## src/rtl/fetch_defs_pkg.sv

```systemverilog
// Shared definitions for the instruction fetch unit.
//   - FSM state encodings (IDLE / WAIT / DRAIN)
//   - instruction and PC widths, PC increment
//   - fetch_entry_t: one fetch-buffer entry {pc, instr}
//   - pc_next(): wrapping PC increment used by the fetch PC and pc_plus4_f
package fetch_defs;

    localparam int INSTR_W = 32;
    localparam int PC_W    = 32;

    localparam logic [PC_W-1:0] PC_INC = 32'd4;

    localparam logic [1:0] ST_IDLE  = 2'd0;  // no request outstanding
    localparam logic [1:0] ST_WAIT  = 2'd1;  // outstanding, response will be kept
    localparam logic [1:0] ST_DRAIN = 2'd2;  // outstanding, response will be discarded

    typedef struct packed {
        logic [PC_W-1:0]    pc;
        logic [INSTR_W-1:0] instr;
    } fetch_entry_t;

    // Address arithmetic wraps modulo 2^32 (0xFFFF_FFFC + 4 = 0x0).
    function automatic logic [PC_W-1:0] pc_next(input logic [PC_W-1:0] pc);
        return pc + PC_INC;
    endfunction

endpackage

```

## src/rtl/fetch_fifo.sv

```systemverilog
// Fetch buffer: small circular FIFO of {pc, instr} entries.
//   clk, rst   : clock, asynchronous active-low reset (pointers/count only)
//   push/wdata : write one entry (ignored when full)
//   pop        : drop the head entry (ignored when empty)
//   flush      : empty the buffer; wins over push and pop
//   head       : head entry, all-zero when the buffer is empty
//   count      : number of valid entries
module fetch_fifo
    import fetch_defs::*;
#(
    parameter int DEPTH = 2
) (
    input  logic                         clk,
    input  logic                         rst,
    input  logic                         push,
    input  fetch_entry_t                 wdata,
    input  logic                         pop,
    input  logic                         flush,
    output fetch_entry_t                 head,
    output logic [$clog2(DEPTH+1)-1:0]   count
);

    localparam int CNT_W = $clog2(DEPTH + 1);
    localparam int PTR_W = (DEPTH > 1) ? $clog2(DEPTH) : 1;
    localparam logic [CNT_W-1:0] FULL = CNT_W'(DEPTH);

    fetch_entry_t       mem_p1 [DEPTH];
    logic [PTR_W-1:0]   wptr;
    logic [PTR_W-1:0]   rptr;
    logic               do_push;
    logic               do_pop;

    function automatic logic [PTR_W-1:0] ptr_inc(input logic [PTR_W-1:0] p);
        return (p == PTR_W'(DEPTH - 1)) ? '0 : p + PTR_W'(1);
    endfunction

    assign do_push = push && (count != FULL);
    assign do_pop  = pop  && (count != '0);

    always_ff @(posedge clk or negedge rst) begin
        if (!rst) begin
            wptr  <= '0;
            rptr  <= '0;
            count <= '0;
        end else if (flush) begin
            wptr  <= '0;
            rptr  <= '0;
            count <= '0;
        end else begin
            if (do_push) wptr <= ptr_inc(wptr);
            if (do_pop)  rptr <= ptr_inc(rptr);
            case ({do_push, do_pop})
                2'b10:   count <= count + CNT_W'(1);
                2'b01:   count <= count - CNT_W'(1);
                default: count <= count;
            endcase
        end
    end

    // Storage carries no reset; the head is masked to zero while empty.
    always_ff @(posedge clk) begin
        if (do_push && !flush) mem_p1[wptr] <= wdata;
    end

    assign head = (count != '0) ? mem_p1[rptr] : '0;

endmodule

```

## src/rtl/fetch_unit.sv

```systemverilog
// Instruction fetch unit: issues one instruction-memory request at a time,
// buffers responses in a 2-entry FIFO and presents the head to IF/ID.
//   clk, rst                   : clock, asynchronous active-low reset
//   stall_f                    : hold the head entry
//   branch_taken/branch_target : redirect; flushes buffer, drops in-flight data
//   imem_req/imem_addr/imem_gnt: request handshake (req & gnt)
//   imem_rvalid/imem_rdata     : response, >= 1 cycle after handshake
//   valid_f, instr_f, pc_f, pc_plus4_f : head entry (zeros when empty)
module fetch_unit
    import fetch_defs::*;
#(
    parameter logic [31:0] RESET_PC  = 32'h0000_0000,
    parameter int          BUF_DEPTH = 2
) (
    input  logic        clk,
    input  logic        rst,
    input  logic        stall_f,
    input  logic        branch_taken,
    input  logic [31:0] branch_target,
    output logic        imem_req,
    output logic [31:0] imem_addr,
    input  logic        imem_gnt,
    input  logic        imem_rvalid,
    input  logic [31:0] imem_rdata,
    output logic        valid_f,
    output logic [31:0] instr_f,
    output logic [31:0] pc_f,
    output logic [31:0] pc_plus4_f
);

    localparam int CNT_W = $clog2(BUF_DEPTH + 1);
    localparam logic [CNT_W-1:0] FULL = CNT_W'(BUF_DEPTH);

    logic [1:0]         state;
    logic [1:0]         state_nxt;
    logic [31:0]        fetch_pc;
    logic [31:0]        req_pc_p0;
    logic               hs;
    logic               fifo_push;
    logic               fifo_pop;
    logic [CNT_W-1:0]   count;
    fetch_entry_t       push_entry;
    fetch_entry_t       head;

    // Request only from IDLE with buffer room; a redirect cycle never requests
    // so the first request to the new target lands on the following cycle.
    // Gated by rst so the request stays low throughout reset.
    assign imem_req  = rst && (state == ST_IDLE) && (count < FULL) && !branch_taken;
    assign imem_addr = fetch_pc;
    assign hs        = imem_req && imem_gnt;

    // Responses are taken only in WAIT; in IDLE a stray rvalid is ignored.
    assign fifo_push = (state == ST_WAIT) && imem_rvalid && !branch_taken;
    assign fifo_pop  = valid_f && !stall_f && !branch_taken;

    always_comb begin
        state_nxt = state;
        case (state)
            ST_IDLE:  if (hs) state_nxt = ST_WAIT;
            ST_WAIT:  begin
                if (imem_rvalid)       state_nxt = ST_IDLE;
                else if (branch_taken) state_nxt = ST_DRAIN;
            end
            ST_DRAIN: if (imem_rvalid) state_nxt = ST_IDLE;
            default:  state_nxt = ST_IDLE;
        endcase
    end

    always_ff @(posedge clk or negedge rst) begin
        if (!rst) begin
            state    <= ST_IDLE;
            fetch_pc <= RESET_PC;
        end else begin
            state <= state_nxt;
            if (branch_taken)
                fetch_pc <= branch_target;
            else if (hs)
                fetch_pc <= pc_next(fetch_pc);
        end
    end

    // Address of the outstanding request, paired with its response on push.
    always_ff @(posedge clk) begin
        if (hs) req_pc_p0 <= fetch_pc;
    end

    assign push_entry = '{pc: req_pc_p0, instr: imem_rdata};

    fetch_fifo #(
        .DEPTH (BUF_DEPTH)
    ) u_fifo (
        .clk   (clk),
        .rst   (rst),
        .push  (fifo_push),
        .wdata (push_entry),
        .pop   (fifo_pop),
        .flush (branch_taken),
        .head  (head),
        .count (count)
    );

    assign valid_f    = (count != '0);
    assign instr_f    = head.instr;
    assign pc_f       = head.pc;
    assign pc_plus4_f = valid_f ? pc_next(head.pc) : '0;

endmodule

```

## config.mk

```make
export PLATFORM = sky130hd
export DESIGN_NAME = fetch_unit
export DESIGN_NICKNAME = d
export VERILOG_FILES = /design/src/rtl/fetch_defs_pkg.sv /design/src/rtl/fetch_fifo.sv /design/src/rtl/fetch_unit.sv
export SDC_FILE = /design/constraint.sdc
export NUM_CORES = 1
export LEC_CHECK = 0
export ABC_AREA = 0
export CELL_PAD_IN_SITES_DETAIL_PLACEMENT = 0
export CELL_PAD_IN_SITES_GLOBAL_PLACEMENT = 1
export CORE_AREA = 4 4 178 180
export CTS_CLUSTER_DIAMETER = 40
export DETAILED_ROUTE_END_ITERATION = 16
export DIE_AREA = 0 0 182 184
export PLACE_DENSITY = 0.64
export SLEW_MARGIN = 10
export SYNTH_ARGS = -nofsm -noshare
export SYNTH_HDL_FRONTEND = slang
export SYNTH_SLANG_ARGS = --single-unit
```

## constraint.sdc

```tcl
create_clock -name clk -period 10.72 [get_ports clk]
set_input_delay 2.144 -clock clk [delete_from_list [all_inputs] [get_ports clk]]
set_output_delay 2.144 -clock clk [all_outputs]
set_load 0.02 [all_outputs]
```

==> summary.md, run 1 <==
| Metric | Value |
|---|---|
| Number of iterations in the first detailed-routing pass | `4` |
| Leak | `3.92 nW` |
| Post-Layout Cell Count | `1260` |
| Max Root-Sink Buffers | `2` |
| # fillers | `2875` |
| DR vias/cell | `4.70` |
| GPL Wtd Cong | `0.766` |
| Final setup margin | `4.34 ns` |
| Critical-path maximum fanout | `61` |
| Commonest cells after routing, fill and taps aside | `clkdlybuf4s50_1, edfxtp_1, nor2_1, mux2i_1, nand2_1` |
| Rows | `64` |
| Total GRT Usage | `13.2%` |
| DIE AREA | `33500 µm²` |
| Fin crit share | `59.6%` |
| Worst slack, placed | `4.60 ns` |
| Post-layout util | `39.2%` |
| Routed vias | `5921` |
| Placed inst area | `11300 µm²` |
| Wl on met1 | `11200 µm` |
| Crit. End Element | `output pin` |
| Minimum clock period | `6.38 ns` |
| Met3 WL | `1120 µm` |
| Fmax | `157 MHz` |
| Slew HR | `33.6%` |
| Pwr Total | `1.66 mW` |
| Post-route antenna net violation count | `0` |
| Initial antenna violation count | `0` |
| Seq/Total Area, Yosys | `64.8%` |
| Layout cells sized above 1 | `9.38%` |
| Clk slew on worst S/H paths | `0.08 ns` |
| Syn nets | `729` |
| Post-synth top area share | `54.1%` |
| Worst Path Required | `8.58 ns` |
| RSZ-0062 raised after global routing | `no` |
| WL/cell | `17.7 µm` |
| CTS tree | `done` |
| Area grow syn2layout | `33.4%` |
| Wirelength, routed | `22300 µm` |
| Worst vdd ir | `0.110 mV` |
| Clock Latency Late Sink | `0.43 ns` |
| Core ar. | `30200 µm²` |
| Initial Utilization | `29.4%` |
| Most common cell after layout, fill and taps aside | `clkdlybuf4s50_1` |
| Predominant post-synthesis flop cell | `edfxtp_1` |
| Design area | `11800 µm²` |
| H-tree depth | `4` |
| Die X-Extent | `182 µm` |
| GRT overflow | `0` |
| Post-synth ARST share | `19.2%` |
| DRT iter0 DRCs | `326` |
| Total CTS buffers | `17` |
| Highest metal used | `met4` |
| Arrival @ worst endpoint | `4.24 ns` |
| # nets final | `923` |
| Setup TNS | `0 ns` |
| Synth area leaders | `edfxtp_1, dfrtp_1, mux2i_1, nor2_1, nand2_1` |
| CTS Root Cell | `clkbuf_16` |
| Post-CTS Setup Bufs | `0` |
| Ant diodes | `0` |
| Synth unique cells | `60` |
| Slew Limit Fails | `0` |
| Largest net degree at the start of global routing | `78` |
| Synthesized flop and latch total | `198` |
| Cell Area, Synth | `8880 µm²` |
| DP Wirelength | `15400 µm` |
| Hold crit path type | `flip-flop to flip-flop` |
| Status | `finished clean` |
| Placed cells | `1228` |
| Worst-Margin Slew | `0.995 ns` |
| Max-cap violations | `0` |
| Die height | `184 µm` |
| Ys Warns | `0` |
| P per Cell Area | `140 nW/µm²` |
| Post-Synthesis Cells | `657` |
| Vias in the first global route | `6021` |
| # clock sinks | `198` |
| Number of gates resized after CTS | `0` |
| Crit Path Category | `flip-flop to output pin` |
| Mapped Avg Cell Area | `13.5 µm²` |
| Met2 wire length | `9730 µm` |
| CP startpoint kind | `flip-flop` |
| Clk_skew | `0.0123 ns` |
| Port Buffers | `199` |
| Final setup fails | `0` |
| Number of synthesized flops with an enable pin | `160` |
| Synth area leader | `edfxtp_1` |
| Global-route wire length before repair | `34900 µm` |
| Cts hold-fix bufs | `0` |
| DRC Markers | `0` |
| Io pins | `200` |
| WHS | `0.450 ns` |
| Final hold violations | `0` |
-- metal layers --
layer  vias to the layer above  track usage, %
met5                         -               0
met4                         0            3.72
met3                        17            2.61
met2                       169            19.5
met1                      2867            19.7
li1                       2868               -
-- Yosys cell counts, types with 4 or more instances --
cell type,number
o211ai_1,12
nand4_1,6
nand2_1,48
or3_1,4
inv_1,10
buf_2,12
nor2_1,82
a221o_1,6
and3_1,6
a21oi_1,6
edfxtp_1,160
or4_1,5
o21ai_0,20
xnor2_1,8
nor4_1,6
nand3_1,35
a22oi_1,6
and2_1,6
nor4_2,5
xor2_1,17
o311ai_0,7
mux2i_1,64
nor3_2,6
dfrtp_1,38
nor3_1,12
mux2_2,6
clkbuf_1,11
-- cells by family (layout without fill, tap and decap cells) --
kind of cell	count (synthesis)	in the layout	synth area share (%)
adders and majority gates	2	2	0.282
AOI/OAI and AO/OA	77	77	6.75
xor gates and xnor gates	25	25	2.47
DFF	198	198	64.8
buffers and inverters	42	249	2.51
and+or+nand+nor	242	242	15.1
muxes	71	71	8.10
-- worst max-delay path: stages (launching register included) --
cell	delay, ns
dfrtp_4	0.62
buf_4	0.82
mux2i_1	0.34
a2111oi_4	0.50
nand4_4	0.32
nor4_2	0.32
mux2i_1	0.22
clkdlybuf4s50_1	0.62
-- report_power, final --
part           switching [mW]  internal [mW]  total, mW
combinational          0.0711         0.0694      0.140
sequential             0.0319          0.855      0.887
clock                   0.305          0.333      0.637
-- flip-flops by register name, indices dropped and copies added (netlist names) --
signal / flops
u_fifo.mem_p1: 128
imem_addr: 32
req_pc_p0: 32
state: 2
u_fifo.count: 2
u_fifo.rptr: 1
u_fifo.wptr: 1
-- cell type report --
class / instances / area (µm²) / area share [%]
sequential: 198 / 5760 / 48.6
clock inverter: 14 / 163 / 1.37
multi-input combinational: 417 / 2920 / 24.6
inverter: 10 / 37.5 / 0.317
tap: 396 / 495 / 4.18
clock buffer: 18 / 429 / 3.62
timing repair buffer: 207 / 2050 / 17.3
-- final timing paths --
path                               from              endpoint  slack (ns)  cells after the start
max                         u_fifo.rptr        pc_plus4_f[31]        4.34                      7
min                        req_pc_p0[0]  u_fifo.mem_p1[0][32]        0.45                      0
max reg2reg                    state[0]         imem_addr[27]        7.88                      8
min reg2reg                req_pc_p0[0]  u_fifo.mem_p1[0][32]        0.45                      0
max in group asynchronous           rst           u_fifo.rptr        8.48                      2
min in group asynchronous           rst         imem_addr[27]        1.78                      2
Power figures use the tool's default switching activity.
==> run 2, diff against run 1 <==
==> constraint.sdc (replaced) <==
create_clock -name clk -period 6.35 [get_ports clk]
set_input_delay 1.27 -clock clk [delete_from_list [all_inputs] [get_ports clk]]
set_output_delay 1.27 -clock clk [all_outputs]
set_load 0.02 [all_outputs]
==> run 2 against run 1 <==
Net effect: flip-flop and latch count is the same; critical path depth shrank 1; core utilization is essentially flat; sequential share of layout area is essentially flat; cell area is essentially flat; combinational power grew 69%; final cell count grew 0.16%; clock-buffer cell count is the same; sequential power grew 69%; global-route usage grew 0.18 points; largest power group unchanged.
==> summary.md, run 2 (synthesis results as in run 1) <==
| Metric | Value |
|---|---|
| Status | `finished clean` |
| Post-CTS Setup Bufs | `0` |
| Crit Path Category | `flip-flop to output pin` |
| Placed inst area | `11300 µm²` |
| Worst Path Required | `5.08 ns` |
| Slew HR | `40.0%` |
| Io pins | `200` |
| CTS tree | `done` |
| Most flop-heavy register | `u_fifo.mem_p1` |
| Initial antenna violation count | `0` |
| WL/cell | `17.9 µm` |
| Clk_skew | `0.00951 ns` |
| Internal power | `2.09 mW` |
| Cts hold-fix bufs | `0` |
| Fmax | `199 MHz` |
| Clk pwr share | `38.0%` |
| Worst vdd ir | `0.173 mV` |
| DIE AREA | `33500 µm²` |
| Total GRT Usage | `13.3%` |
| Leak | `3.93 nW` |
| DRT iter0 DRCs | `297` |
| # nets final | `925` |
| Fin crit share | `79.2%` |
| Minimum clock period | `5.03 ns` |
| # clock sinks | `198` |
| DRC Markers | `0` |
| Global-route wire length before repair | `34700 µm` |
| GRT overflow | `0` |
| Die X-Extent | `182 µm` |
| Port Buffers | `199` |
| Arrival @ worst endpoint | `3.76 ns` |
| Post-route antenna net violation count | `0` |
| Commonest cells after routing, fill and taps aside | `clkdlybuf4s50_1, edfxtp_1, nor2_1, mux2i_1, nand2_1` |
| Net Sw Frac | `25.3%` |
| CP startpoint kind | `flip-flop` |
| Clk slew on worst S/H paths | `0.07 ns` |
| Number of gates resized after CTS | `0` |
| Area grow syn2layout | `33.5%` |
| P_sw | `708 µW` |
| Hold crit path type | `flip-flop to flip-flop` |
| Core ar. | `30200 µm²` |
| Largest net degree at the start of global routing | `65` |
| Initial Utilization | `29.4%` |
| Die height | `184 µm` |
| P per Cell Area | `236 nW/µm²` |
| Gate power share | `8.5%` |
| Design area | `11900 µm²` |
| Max-cap violations | `0` |
| Wirelength, routed | `22600 µm` |
| H-tree depth | `4` |
| Crit. End Element | `output pin` |
| CTS Root Cell | `clkbuf_16` |
| WHS | `0.449 ns` |
| Worst-Margin Slew | `0.900 ns` |
| Rows | `64` |
| Clock Latency Late Sink | `0.43 ns` |
| Total CTS buffers | `17` |
| GPL Wtd Cong | `0.754` |
| Ant diodes | `0` |
| DP Wirelength | `15900 µm` |
| Largest register FFs | `128` |
| Vias in the first global route | `5716` |
| Final setup fails | `0` |
| Pwr Total | `2.80 mW` |
| DR vias/cell | `4.75` |
| Slew Limit Fails | `0` |
| Final hold violations | `0` |
| Routed vias | `5992` |
| Most common cell after layout, fill and taps aside | `clkdlybuf4s50_1` |
| Max Root-Sink Buffers | `2` |
| Post-layout util | `39.3%` |
| Setup TNS | `0 ns` |
| Number of iterations in the first detailed-routing pass | `4` |
| Seq pwr share | `53.5%` |
| Critical-path maximum fanout | `55` |
| Layout cells sized above 1 | `9.47%` |
| RSZ-0062 raised after global routing | `no` |
[run 2: cell types whose count changed in the layout (fill, tap and decap cells not counted), sizes merged]
cell / delta
bufinv: -1
inv: +3
buf: +2
clkinvlp: -1
clkinv: -1
[run 2: cell type report]
cell class	count	area (µm²)
sequential	198	5760
clock buffer	18	429
timing repair buffer	209	2060
inverter	10	37.5
tap	396	495
multi-input combinational	417	2920
clock inverter	14	153
fill	2886	18300
[run 2: metrics by stage]
stage / worst slack [ns] / cells
floorplan: 1.51 / 657
global placement: 1.79 / 1230
detailed placement: 1.73 / 1230
CTS: 1.25 / 1262
global route: 1.07 / 1262
finish: 1.32 / 1262
[run 2: routing by layer]
layer	global-route usage [%]	vias up	part of all wire (%)
met5	0	-	0
met3	3.34	8	5.8
met1	20.3	2930	50
li1	-	2872	-
met2	19.2	182	44
met4	3.00	0	0.66
[run 2: power by group through the flow]
stage	registers (mW)	clock network [mW]	logic, mW
floorplan	1.53	0	0.0843
global route	1.51	1.16	0.255
CTS	1.50	1.10	0.241
detailed placement	1.53	0	0.240
finish	1.50	1.06	0.236
global placement	1.53	0	0.239
[run 2: worst paths after layout]
path                       slack, ns              endpoint         start  cells after the start
min in group asynchronous       1.00         imem_addr[26]           rst                      2
setup / recovery                1.32        pc_plus4_f[17]   u_fifo.rptr                      6
max in group asynchronous       4.89           u_fifo.rptr           rst                      2
hold / removal                  0.45  u_fifo.mem_p1[1][39]  req_pc_p0[7]                      0
hold reg to reg                 0.45  u_fifo.mem_p1[1][39]  req_pc_p0[7]                      0
setup reg to reg                3.68         imem_addr[17]      state[0]                      7
[run 2: worst max-delay path, stage by stage, from the launching register on]
cell and delay [ns]:
dfrtp_4 1.00, mux2i_1 0.32, a2111oi_4 0.49, nand4_4 0.32
a211oi_2 0.38, xor2_1 0.18, clkdlybuf4s50_1 0.62
==> run 3, diff against run 2 <==
--- a/config.mk
+++ b/config.mk
@@ -12,7 +12,7 @@
 export CTS_CLUSTER_DIAMETER = 40
 export DETAILED_ROUTE_END_ITERATION = 16
 export DIE_AREA = 0 0 182 184
-export PLACE_DENSITY = 0.64
+export PLACE_DENSITY = 0.67
 export SLEW_MARGIN = 10
 export SYNTH_ARGS = -nofsm -noshare
 export SYNTH_HDL_FRONTEND = slang
==> constraint.sdc (replaced) <==
create_clock -name clk -period 4 [get_ports clk]
set_input_delay 0.8 -clock clk [delete_from_list [all_inputs] [get_ports clk]]
set_output_delay 0.8 -clock clk [all_outputs]
set_load 0.02 [all_outputs]
==> run 3 against run 2 <==
Net effect: clock-buffer cell count unchanged; total power grew 58%; sequential power is 58% higher; non-clock buffer count increased by 20; sequential share of layout area shrank 1.0 points; hold slack got worse by 0.23 ns; clock skew rose by 0.0044 ns; global-route usage down 0.11 points; die area unchanged; worst setup slack got worse by 1.2 ns; critical path type unchanged; critical path depth is 3 higher; core utilization rose by 0.88 points.
==> summary.md, run 3 (synthesis results as in run 1) <==
| Metric | Value |
|---|---|
| DP Wirelength | `16100 µm` |
| GRT overflow | `0` |
| DIE AREA | `33500 µm²` |
| Final setup margin | `0.153 ns` |
| Minimum clock period | `3.85 ns` |
| Clk_skew | `0.0139 ns` |
| Vias in the first global route | `5897` |
| Total CTS buffers | `17` |
| Final setup fails | `0` |
| Initial Utilization | `29.4%` |
| Placed inst area | `11400 µm²` |
| Pwr Total | `4.43 mW` |
| Cts hold-fix bufs | `0` |
| Worst-Margin Slew | `1.12 ns` |
| Worst slack, placed | `0.225 ns` |
| Total GRT Usage | `13.2%` |
| Slew Limit Fails | `0` |
| Worst Path Required | `3.20 ns` |
| Final hold violations | `0` |
| Largest net degree at the start of global routing | `65` |
| Leak | `4.28 nW` |
| Design area | `12100 µm²` |
| RSZ-0062 raised after global routing | `no` |
| Clk slew on worst S/H paths | `0.08 ns` |
| Status | `finished clean` |
| Hold crit path type | `primary input to async pin` |
| Port Buffers | `199` |
| Fmax | `260 MHz` |
| Ant diodes | `0` |
| Routed vias | `6022` |
| P per Cell Area | `366 nW/µm²` |
| Core ar. | `30200 µm²` |
| CTS tree | `done` |
| Rows | `64` |
| Crit Path Category | `flip-flop to output pin` |
| Die X-Extent | `182 µm` |
| CP startpoint kind | `flip-flop` |
| Die height | `184 µm` |
| Arrival @ worst endpoint | `3.05 ns` |
| Setup TNS | `0 ns` |
| Max-cap violations | `0` |
| Io pins | `200` |
| WL/cell | `17.8 µm` |
| GPL Wtd Cong | `0.761` |
| Initial antenna violation count | `0` |
| Slew HR | `24.8%` |
| Wirelength, routed | `22800 µm` |
| Number of iterations in the first detailed-routing pass | `7` |
| Max Root-Sink Buffers | `2` |
| # clock sinks | `198` |
| Layout cells sized above 1 | `12.3%` |
| DRC Markers | `0` |
| DR vias/cell | `4.69` |
| Register-to-register setup slack | `1.52 ns` |
| Most common cell after layout, fill and taps aside | `clkdlybuf4s50_1` |
| # nets final | `946` |
| Fin crit share | `96.2%` |
| Most flop-heavy register | `u_fifo.mem_p1` |
| CTS Root Cell | `clkbuf_16` |
| Critical-path maximum fanout | `14` |
| Commonest cells after routing, fill and taps aside | `clkdlybuf4s50_1, edfxtp_1, nor2_1, mux2i_1, nand2_1` |
| DRT iter0 DRCs | `358` |
| Global-route wire length before repair | `34800 µm` |
| Crit. End Element | `output pin` |
| Post-route antenna net violation count | `0` |
| Worst vdd ir | `0.254 mV` |
| Area grow syn2layout | `36.5%` |
| H-tree depth | `4` |
| Clock Latency Late Sink | `0.43 ns` |
| Largest register FFs | `128` |
==> run 3: cell count changes in the layout (fill, tap and decap cells not counted), sizes merged <==
cell / delta
buf: +20
dlygate4sd2: +2
clkinvlp: +2
clkdlybuf4s50: -15
inv: -2
dlymetal6s2s: +13
nor2: +1
==> run 3: cell type report <==
cell class                      instances  area [µm²]
Inverter                               10        37.5
Sequential cell                       198        5760
Clock inverter                         14         155
Timing Repair Buffer                  229        2300
Clock buffer                           18         429
Multi-Input combinational cell        418        2940
Tap cell                              396         495
Fill cell                            2861       18100
==> run 3: worst paths after layout <==
check | from | depth (start not counted) | end
worst max-delay path | u_fifo.rptr | 9 | pc_plus4_f[23]
worst min-delay path | rst | 1 | state[0]
worst max register to register | imem_addr[2] | 6 | imem_addr[24]
worst min register to register | req_pc_p0[0] | 0 | u_fifo.mem_p1[1][32]
max in group asynchronous | rst | 2 | u_fifo.rptr
min in group clk | req_pc_p0[0] | 0 | u_fifo.mem_p1[1][32]
==> run 3: metal layers <==
metal | track usage (%) | vias to the layer above | part of all wire [%]
met1 | 19.4 | 2925 | 49
met2 | 20.1 | 172 | 45
met4 | 3.00 | 0 | 0.84
met3 | 3.03 | 14 | 5.3
met5 | 0 | - | 0
li1 | - | 2911 | -
==> run 3: through the flow <==
step | hold slack [ns] | std cells | utilization (%)
after floorplan | 0.421 | 657 | -
after global placement | 0.425 | 1236 | 37.6
after detailed placement | 0.436 | 1236 | 37.6
after CTS | 0.216 | 1277 | 39.8
after global routing | 0.204 | 1283 | 40.1
final | 0.215 | 1283 | 40.1
==> run 3: repair_timing <==
item | 4_1_cts | 5_1_grt
gates resized for setup | 6 | 16
cloned | 1 | 0
endpoints found under the hold margin | 0 | 0
pin swaps | 4 | 2
buffers inserted | 8 | 6
setup endpoints to repair | 17 | 14
==> run 3: report_power, final <==
group	total, mW	internal (mW)	leakage [nW]	switching [mW]
Sequential	2.37	2.29	1.91	0.0838
Combinational	0.385	0.191	2.09	0.194
Clock	1.67	0.842	0.279	0.833
Total	4.43	3.32	4.28	1.11
==> run 3: worst max-delay path, cell delays in order, from the launching register on <==
cell,delay (ns)
dfrtp_4,0.55
buf_6,0.19
nand3b_4,0.17
a2111oi_4,0.29
buf_4,0.19
nand4_4,0.08
buf_12,0.17
nor3_1,0.20
xor2_1,0.17
clkdlybuf4s50_1,0.62
